## src/rtl/fp_mul_serial_lmfp.sv

```systemverilog
// ---------------------------------------------------------------------------
// fp_mul_serial_lmfp
//
// Byte-serial floating-point multiplier. Operands A and B arrive LSB slice
// first over two BUS_W-wide lanes. Once a full word of each has been
// collected, the product is formed in a single cycle, using either the
// Mitchell logarithmic approximation (mode=0) or a truncated exact product
// (mode=1). The result is then streamed out LSB slice first.
// Denormal inputs are flushed to zero.
//
// Ports
//   clk        rising-edge clock
//   rst        asynchronous active-high reset
//   in_valid   operand beat valid
//   in_ready   block accepts an operand beat (high while collecting)
//   in_a       operand A slice
//   in_b       operand B slice
//   mode       0 = Mitchell, 1 = exact truncated; sampled on beat 0 only
//   out_valid  result beat valid
//   out_ready  downstream accepts a result beat
//   out_data   result slice; unused high bits of the last slice are zero
//   out_last   high on the final result beat
//   flag_ovf   exponent overflow, result forced to infinity
//   flag_unf   exponent underflow, result forced to zero
//   flag_zero  result is a (signed) zero
//   flag_nan   result is the canonical NaN
//   (all flags are held for every beat of the result)
// ---------------------------------------------------------------------------
module fp_mul_serial_lmfp #(
    parameter int EXP_W = 5,
    parameter int MAN_W = 10,
    parameter int BUS_W = 8
) (
    input  logic             clk,
    input  logic             rst,
    input  logic             in_valid,
    output logic             in_ready,
    input  logic [BUS_W-1:0] in_a,
    input  logic [BUS_W-1:0] in_b,
    input  logic             mode,
    output logic             out_valid,
    input  logic             out_ready,
    output logic [BUS_W-1:0] out_data,
    output logic             out_last,
    output logic             flag_ovf,
    output logic             flag_unf,
    output logic             flag_zero,
    output logic             flag_nan
);

    localparam int WORD_W = 1 + EXP_W + MAN_W;
    localparam int NBEATS = (WORD_W + BUS_W - 1) / BUS_W;
    localparam int CNT_W  = (NBEATS > 1) ? $clog2(NBEATS) : 1;
    localparam int BIAS   = (1 << (EXP_W - 1)) - 1;
    localparam int E2_W   = EXP_W + 2;   // signed working width of the exponent
    localparam int P_W    = 2 * MAN_W + 2;

    localparam logic [CNT_W-1:0] LAST_BEAT = CNT_W'(NBEATS - 1);
    localparam logic [EXP_W-1:0] EXP_ONES  = {EXP_W{1'b1}};
    localparam logic [E2_W-1:0]  BIAS_E    = E2_W'(BIAS);
    localparam logic [E2_W-1:0]  EXP_MAX_E = E2_W'((1 << EXP_W) - 1);
    localparam logic [MAN_W-1:0] NAN_MAN   = {1'b1, {(MAN_W - 1){1'b0}}};

    typedef enum logic [1:0] {
        COLLECT = 2'd0,
        COMPUTE = 2'd1,
        SEND    = 2'd2
    } state_t;

    typedef struct packed {
        logic ovf;
        logic unf;
        logic zero;
        logic nan;
    } flags_t;

    state_t              state_q, state_d;
    logic [CNT_W-1:0]    cnt_q, cnt_d;
    logic [WORD_W-1:0]   a_q, a_d;
    logic [WORD_W-1:0]   b_q, b_d;
    logic [WORD_W-1:0]   res_q, res_d;
    logic                mode_q, mode_d;
    flags_t              flags_q, flags_d;

    // -----------------------------------------------------------------------
    // Product datapath (purely combinational on the collected operands)
    // -----------------------------------------------------------------------
    logic                sa, sb, s_out;
    logic [EXP_W-1:0]    ea, eb;
    logic [MAN_W-1:0]    ma, mb;
    logic                a_nan, b_nan, a_inf, b_inf, a_zero, b_zero;
    logic [MAN_W:0]      m_sum;
    logic [P_W-1:0]      m_prod;
    logic [MAN_W+1:0]    prod_top;     // product bits [2*MAN_W+1 : MAN_W]
    logic                carry;
    logic [MAN_W-1:0]    m_out;
    logic [E2_W-1:0]     e_raw;
    logic                e_ovf, e_unf;
    logic [WORD_W-1:0]   prod_res;
    flags_t              prod_flags;

    always_comb begin
        sa = a_q[WORD_W-1];
        sb = b_q[WORD_W-1];
        ea = a_q[WORD_W-2:MAN_W];
        eb = b_q[WORD_W-2:MAN_W];
        ma = a_q[MAN_W-1:0];
        mb = b_q[MAN_W-1:0];

        s_out  = sa ^ sb;
        a_nan  = (ea == EXP_ONES) && (ma != '0);
        b_nan  = (eb == EXP_ONES) && (mb != '0);
        a_inf  = (ea == EXP_ONES) && (ma == '0);
        b_inf  = (eb == EXP_ONES) && (mb == '0);
        a_zero = (ea == '0);
        b_zero = (eb == '0);

        m_sum    = {1'b0, ma} + {1'b0, mb};
        m_prod   = P_W'({1'b1, ma}) * P_W'({1'b1, mb});
        prod_top = (MAN_W + 2)'(m_prod >> MAN_W);

        if (mode_q) begin
            // Exact: renormalise by one place when the product reaches [2,4).
            carry = prod_top[MAN_W+1];
            m_out = carry ? prod_top[MAN_W:1] : prod_top[MAN_W-1:0];
        end else begin
            // Mitchell: log2(1+m) ~ m, so the mantissas simply add and a carry
            // out of the sum bumps the exponent.
            carry = m_sum[MAN_W];
            m_out = m_sum[MAN_W-1:0];
        end

        // Modular arithmetic in E2_W bits yields the two's-complement value.
        e_raw = {2'b00, ea} + {2'b00, eb} + {{(E2_W - 1){1'b0}}, carry} - BIAS_E;
        e_ovf = $signed(e_raw) >= $signed(EXP_MAX_E);
        e_unf = e_raw[E2_W-1] || (e_raw == '0);

        // Special cases are tested in priority order: NaN, inf, zero input,
        // then the exponent range of the computed product.
        prod_flags = '0;
        if (a_nan || b_nan || (a_inf && b_zero) || (b_inf && a_zero)) begin
            prod_res        = {s_out, EXP_ONES, NAN_MAN};
            prod_flags.nan  = 1'b1;
        end else if (a_inf || b_inf) begin
            prod_res        = {s_out, EXP_ONES, {MAN_W{1'b0}}};
        end else if (a_zero || b_zero) begin
            prod_res        = {s_out, {(WORD_W - 1){1'b0}}};
            prod_flags.zero = 1'b1;
        end else if (e_ovf) begin
            prod_res        = {s_out, EXP_ONES, {MAN_W{1'b0}}};
            prod_flags.ovf  = 1'b1;
        end else if (e_unf) begin
            prod_res        = {s_out, {(WORD_W - 1){1'b0}}};
            prod_flags.unf  = 1'b1;
            prod_flags.zero = 1'b1;
        end else begin
            prod_res        = {s_out, e_raw[EXP_W-1:0], m_out};
        end
    end

    // -----------------------------------------------------------------------
    // Next-state logic
    // -----------------------------------------------------------------------
    always_comb begin
        // NOTE: every variable gets a default before any branch, so no path
        // leaves it unassigned and no latch is inferred.
        state_d = state_q;
        cnt_d   = cnt_q;
        a_d     = a_q;
        b_d     = b_q;
        res_d   = res_q;
        mode_d  = mode_q;
        flags_d = flags_q;

        unique case (state_q)
            COLLECT: begin
                if (in_valid) begin
                    // Only bits below WORD_W are stored; any lane bits of the
                    // final slice beyond the word are dropped.
                    for (int i = 0; i < WORD_W; i++) begin
                        if (int'(cnt_q) == i / BUS_W) begin
                            a_d[i] = in_a[i % BUS_W];
                            b_d[i] = in_b[i % BUS_W];
                        end
                    end
                    if (cnt_q == '0) begin
                        mode_d = mode;
                    end
                    if (cnt_q == LAST_BEAT) begin
                        cnt_d   = '0;
                        state_d = COMPUTE;
                    end else begin
                        cnt_d = cnt_q + CNT_W'(1);
                    end
                end
            end
            COMPUTE: begin
                res_d   = prod_res;
                flags_d = prod_flags;
                state_d = SEND;
            end
            SEND: begin
                if (out_ready) begin
                    if (cnt_q == LAST_BEAT) begin
                        cnt_d   = '0;
                        flags_d = '0;
                        state_d = COLLECT;
                    end else begin
                        cnt_d = cnt_q + CNT_W'(1);
                    end
                end
            end
            default: begin
                state_d = COLLECT;
                cnt_d   = '0;
            end
        endcase
    end

    // -----------------------------------------------------------------------
    // State registers
    // -----------------------------------------------------------------------
    always_ff @(posedge clk or posedge rst) begin
        if (rst) begin
            state_q <= COLLECT;
            cnt_q   <= '0;
            a_q     <= '0;
            b_q     <= '0;
            res_q   <= '0;
            mode_q  <= 1'b0;
            flags_q <= '0;
        end else begin
            // NOTE: non-blocking assignments so every flop samples the values
            // from before this edge, independent of statement order.
            state_q <= state_d;
            cnt_q   <= cnt_d;
            a_q     <= a_d;
            b_q     <= b_d;
            res_q   <= res_d;
            mode_q  <= mode_d;
            flags_q <= flags_d;
        end
    end

    // -----------------------------------------------------------------------
    // Outputs
    // -----------------------------------------------------------------------
    always_comb begin
        in_ready  = (state_q == COLLECT);
        out_valid = (state_q == SEND);
        out_last  = (state_q == SEND) && (cnt_q == LAST_BEAT);
        out_data  = '0;
        if (state_q == SEND) begin
            for (int i = 0; i < WORD_W; i++) begin
                if (int'(cnt_q) == i / BUS_W) begin
                    out_data[i % BUS_W] = res_q[i];
                end
            end
        end
        flag_ovf  = flags_q.ovf;
        flag_unf  = flags_q.unf;
        flag_zero = flags_q.zero;
        flag_nan  = flags_q.nan;
    end

endmodule

```

## config.mk

```make
export PLATFORM = sky130hd
export DESIGN_NAME = fp_mul_serial_lmfp
export DESIGN_NICKNAME = d
export VERILOG_FILES = /design/src/rtl/fp_mul_serial_lmfp.sv
export SDC_FILE = /design/constraint.sdc
export NUM_CORES = 1
export LEC_CHECK = 0
export CAP_MARGIN = 20
export CORE_MARGIN = 2
export CORE_UTILIZATION = 31
export CTS_CLUSTER_DIAMETER = 120
export DETAILED_ROUTE_END_ITERATION = 8
export PLACE_DENSITY = 0.54
export RECOVER_POWER = 25
export SLEW_MARGIN = 5
export SYNTH_ARGS = -nofsm -noshare
export SYNTH_HDL_FRONTEND = slang
export SYNTH_SLANG_ARGS = --single-unit
export TNS_END_PERCENT = 100
```

## constraint.sdc

```tcl
create_clock -name clk -period 9.5 [get_ports clk]
set_input_delay 0.95 -clock clk [delete_from_list [all_inputs] [get_ports clk]]
set_output_delay 0.95 -clock clk [all_outputs]
set_load 0.05 [all_outputs]
```

==> impl_metrics.toml, run 1 <==
[route]
vias = 5635
drc = 0
detail_route.wl_per_cell_um = 18.0
wl_um = 20000
first_iter_violations = 446
ant_nets = 0
first_pass_iters = 5
routed_via_density = 5.09

[sta]
skew_ns = 0.00831
slew_headroom_pct = -105
finalCritPeriodShare_pct = 94.5
tightest_slew_ns = 3.08
rsz0062_at_grt = "false"
min_period_ns = 8.98
clock.fmax_ghz = 0.111
setup_viol = 0
setup_tns_ns = 0
setup_ws_ns = 0.519
hold_viol = 0
finalMaxSlewViolations = 57

[worst_setup_path]
required_ns = 9.71
critPathKind = "reg2reg"
cp-end-kind = "register"
reg2reg_slack_ns = 0.52
cp_max_fo = 11
cpPeakStageDelay_ns = 0.57
cp_slowest_cell = "dfrtp_1"
critPathLaunchType = "register"
cp.arrival_ns = 9.19

[synth]
synthArstFlopShare_pct = 100
yosysUniqueCellTypes = 72
yosys_most_used_dff = "dfrtp_1"
synth_edf_count = 0
yosysWarnings = 0
yosysSeqAreaShare_pct = 19.4
synth_area_mm2 = 0.00721
syn_area_per_cell_um2 = 8.94
synth_seq_cells = 56
synth.top_cell.area_share_pct = 22.5
netlist_instances = 806
yosys.area.top_type = "fa_1"
synth_fp_nets = 983
synthTopCellsByArea = "fa_1 23%, dfrtp_1 19%, ha_1 13%, inv_1 7.2%, nand2_1 3.9%"

[clocking]
postCtsSetupBuffers = 0
cts_inserted_buffers = 5
cts_resized = 0
postCtsHoldBufs = 0
clock-sinks = 56
htreeDepth = 2
clockBufferDepth = 2
path_clk_slew_ns = 0.08
clock_latency_ns = 0.30
root_buffer = "clkbuf_16"
cts_tree = "built"

[layout]
fin_cells = 1107
multiInputGateArea_mm2 = 0.00515
design_area_mm2 = 0.00797
seqCellArea_mm2 = 0.00140
nFillCells = 2353
areaGrowthSynthToFinish_pct = 10.6
drive_above_1_share_pct = 5.47
fin_nets = 998
diodes = 0

[floorplan]
initial_core_util_pct = 31.7
die_h_um = 156
fp.dieW_um = 156
core_area_mm2 = 0.0227
dieArea_mm2 = 0.0245
num_rows = 55
ios = 36

[grt]
grt-ovfl-total = 0
grt_pass1_vias = 5762
grt_antenna_before_repair = 0
grt_pass1_wl_um = 32200
track_usage_pct = 17.0
grt_max_degree = 57

[outcome]
status = "finished, violations left"
violations = "max-capacitance violations, max-slew violations"

[hold_path]
hold_class = "reg2reg"

[placed_design]
place_inst = 1099
port_buffers = 35
place_area_mm2 = 0.00782
gp_congestion = 0.892
pre_cts_slack_ns = 0.590
dp_hpwl_um = 16300

[job]
cap_violations = 1
## final timing paths
path | from | to | cells past startpoint
worst max-delay path | a_q[1]$_DFFE_PP0P_ | res_q[8]$_DFFE_PP0P_ | 31
worst min-delay path | flag_zero$_DFFE_PP0P_ | flag_zero$_DFFE_PP0P_ | 1
worst max register to register | a_q[1]$_DFFE_PP0P_ | res_q[8]$_DFFE_PP0P_ | 31
worst min register to register | flag_zero$_DFFE_PP0P_ | flag_zero$_DFFE_PP0P_ | 1
max in group asynchronous | rst | res_q[1]$_DFFE_PP0P_ | 3
min in group asynchronous | rst | b_q[6]$_DFFE_PP0P_ | 3
## registers in the layout, summed over array words and instances (netlist names)
signal / flops
a_q: 16
flag_unf: 1
flag_nan: 1
b_q: 16
state_q: 2
cnt_q: 1
flag_ovf: 1
flag_zero: 1
mode_q: 1
res_q: 16
## per-layer routing
metal  track usage [%]  share of wire [%]  vias up
met5                 0                  0        -
met4              4.98                2.8        0
met3              1.38                4.5       30
met2              27.2                 46      149
met1              24.5                 46     2784
li1                  -                  -     2672
## critical path, delay by kind of cell, from the launching register on
family	cells	cell delay [ns]
AO/OA/AOI/OAI	7	1.54
XOR/XNOR	1	0.22
adder cells (fa/ha/maj)	9	3.90
buffers and inverters	6	0.51
flip-flops	1	0.57
multiplexers	1	0.38
AND/OR/NAND/NOR	7	1.76
## synth_stat cells (all sizes together) (10+ instances only)
cell type / count
a21oi: 26
and2: 38
clkbuf: 27
dfrtp: 56
fa: 81
ha: 75
inv: 138
mux2: 19
mux2i: 10
nand2: 76
nand3: 10
nor2: 55
nor3: 16
o21ai: 39
xnor2: 18
## cell usage in the layout, fill, tap and decap left out, drive strengths merged, types with 3 or more instances in the layout
cell type / n
a31oi: 6
a211oi: 6
nand4: 3
fa: 81
nor4: 6
mux2: 19
nand2b: 4
clkdlybuf4s50: 33
a21boi: 3
mux2i: 10
and3: 8
ha: 75
xor2: 6
nor3: 16
xnor2: 18
o22ai: 6
nand3: 10
o211ai: 4
o21bai: 4
a21oi: 26
inv: 137
clkbuf: 6
or4: 4
a22oi: 7
buf: 5
a21o: 9
nand2: 76
o21ai: 39
nor2b: 3
dfrtp: 56
nor2: 55
and2: 38
## cell type report
type                            instances  area share [%]
Clock buffer                            5            1.57
Clock inverter                          3           0.298
Inverter                              138            6.50
Multi-Input combinational cell        579            64.7
Sequential cell                        56            17.6
Tap cell                              285            4.47
Timing Repair Buffer                   41            4.91
## cell families (layout without fill, tap and decap cells)
group	count (synthesis)	after routing	share of synthesized area, %
multiplexers	29	29	4.46
adder cells (fa/ha/maj)	156	156	35.5
flip-flops	56	56	19.4
AND/OR/NAND/NOR	237	237	16.2
buffers and inverters	171	187	9.06
XOR/XNOR	24	24	2.92
AO/OA/AOI/OAI	133	133	12.4
## stage by stage
stage | hold WS, ns | util [%]
final | 0.482 | 35.1
after global routing | 0.523 | 35.1
after CTS | 0.487 | 35.1
after detailed placement | 0.469 | 34.5
after global placement | 0.464 | 34.5
after floorplan | 0.449 | -
Power of run 1 is left out: the tool's default activity adds up to more than one toggle a clock period on the data nets, which glitch-free logic cannot reach.
==> run 2, diff against run 1 <==
--- a/config.mk
+++ b/config.mk
@@ -7,10 +7,11 @@
 export LEC_CHECK = 0
 export CAP_MARGIN = 20
 export CORE_MARGIN = 2
-export CORE_UTILIZATION = 31
+export CORE_UTILIZATION = 50
 export CTS_CLUSTER_DIAMETER = 120
+export CTS_CLUSTER_SIZE = 16
 export DETAILED_ROUTE_END_ITERATION = 8
-export PLACE_DENSITY = 0.54
+export PLACE_DENSITY = 0.75
 export RECOVER_POWER = 25
 export SLEW_MARGIN = 5
 export SYNTH_ARGS = -nofsm -noshare
==> run 2 against run 1 <==
  * The flow still finishes with violations (max-capacitance violations, max-slew violations)
  * Highest routed layer unchanged
  * Critical endpoint unchanged
  * Clock skew is essentially flat
  * Utilization increased by 21 points
  * Via count rose by 2.1%
  * Setup slack better by 0.040 ns
==> impl_metrics.toml, run 2 (synthesis results as in run 1) <==
[outcome]
status = "finished, violations left"
violations = "max-capacitance violations, max-slew violations"

[grt]
grt_max_degree = 57
track_usage_pct = 25.4
grt_pass1_wl_um = 29700
grt-ovfl-total = 0
grt_pass1_vias = 5734
grt_antenna_before_repair = 1

[route]
ant_nets = 0
first_pass_iters = 5
routed_via_density = 5.76
vias = 5756
first_iter_violations = 454
detail_route.wl_per_cell_um = 18.4
wl_um = 18400
drc = 0

[worst_setup_path]
critPathLaunchType = "register"
critPathKind = "reg2reg"
cp.arrival_ns = 9.15
required_ns = 9.71
cp-end-kind = "register"
cp_top_family = "adder cells"
reg2regPathDepth = 31
cpPeakStageDelay_ns = 0.56
cp_slowest_cell = "dfrtp_1"
reg2reg_slack_ns = 0.56
rr_startpoint = "a_q[1]$_DFFE_PP0P_"
cp_max_fo = 11
cp_num_buf_inv = 6
timing.rr.end = "res_q[8]$_DFFE_PP0P_"

[layout]
areaGrowthSynthToFinish_pct = 8.42
fin_nets = 994
final_common_cell = "inv_1"
design_area_mm2 = 0.00781
layout_common_cells = "137 x inv_1, 81 x fa_1, 75 x ha_1"
drive_above_1_share_pct = 5.01
nFillCells = 1275
largestRegisters = "a_q: 16 flops, b_q: 16 flops, res_q: 16 flops"

[hold_path]
hold_start = "res_q[15]$_DFFE_PP0P_"
hold_end = "res_q[15]$_DFFE_PP0P_"
hold_class = "reg2reg"
hold_path_depth = 2

[clocking]
clockBufferDepth = 2
postCtsHoldBufs = 0
htreeDepth = 2
postCtsSetupBuffers = 0
clock_latency_ns = 0.31
cts_inserted_buffers = 5
clock-sinks = 56
cts_resized = 0
cts_tree = "built"
path_clk_slew_ns = 0.08
root_buffer = "clkbuf_16"

[floorplan]
dieArea_mm2 = 0.0154
fp.dieW_um = 124
ios = 36
die_h_um = 124
num_rows = 43
core_area_mm2 = 0.0140
initial_core_util_pct = 51.5

[sta]
setup_tns_ns = 0
finalMaxSlewViolations = 57
clock.fmax_ghz = 0.112
setup_viol = 0
hold_viol = 0
slew_headroom_pct = -108
min_period_ns = 8.94
rsz0062_at_grt = "false"
finalCritPeriodShare_pct = 94.1
skew_ns = 0.00836
tightest_slew_ns = 3.12

[placed_design]
dp_hpwl_um = 14500
place_area_mm2 = 0.00766
gp_congestion = 0.900
port_buffers = 35

[job]
cap_violations = 1
## run 2: cell types whose count changed in the layout (fill, tap and decap cells not counted), sizes merged
cell | previous run | this run
buf | 5 | 1
clkinvlp | 2 | 1
diode | 0 | 1
inv | 137 | 138
## run 2: final cells by class
type / count / area, µm² / share of cell area [%]
clock inverters: 3 / 27.5 / 0.352
clock buffers: 5 / 125 / 1.60
well taps: 180 / 225 / 2.88
repair buffers: 37 / 362 / 4.63
multi-input cells: 579 / 5150 / 65.9
inverters: 138 / 518 / 6.63
flip-flops and latches: 56 / 1400 / 17.9
diodes: 1 / 2.50 / 0.0320
## run 2: how the worst max path moves through the flow
stage	start	end	slack (ns)	depth (start not counted)
3_3_place_gp	a_q[1]$_DFFE_PP0P_	res_q[8]$_DFFE_PP0P_	0.77	31
3_5_place_dp	a_q[1]$_DFFE_PP0P_	res_q[8]$_DFFE_PP0P_	0.69	31
4_1_cts	a_q[1]$_DFFE_PP0P_	res_q[8]$_DFFE_PP0P_	0.63	31
2_1_floorplan	a_q[1]$_DFFE_PP0P_	res_q[7]$_DFFE_PP0P_	1.42	32
6_report	a_q[1]$_DFFE_PP0P_	res_q[8]$_DFFE_PP0P_	0.56	31
5_1_grt	a_q[1]$_DFFE_PP0P_	res_q[4]$_DFFE_PP0P_	0.08	31
## run 2: worst reg2reg max path, delay by kind of cell (launching register included)
| family | cells | cell delay, ns |
|---|---|---|
| mux | 1 | 0.38 |
| flops | 1 | 0.56 |
| fa+ha+maj | 9 | 3.91 |
| simple gates | 7 | 1.80 |
| xor+xnor | 1 | 0.20 |
| compound gates | 7 | 1.47 |
| buf+inv | 6 | 0.51 |
## run 2: layer usage
metal,part of all wire [%],GRT usage [%]
met4,2.1,6.53
met3,6.3,3.48
met2,46,40.3
met5,0,0
met1,45,36.6
## run 2: metrics by stage
step / hold WS (ns) / util, % / worst slack [ns] / std cells
floorplan: 0.449 / - / 1.42 / 806
CTS: 0.491 / 55.9 / 0.632 / 998
detailed placement: 0.474 / 54.8 / 0.687 / 990
finish: 0.487 / 55.9 / 0.559 / 999
global placement: 0.465 / 54.8 / 0.770 / 990
global route: 0.521 / 55.8 / 0.0792 / 998
Power of run 2 is left out for the same reason.
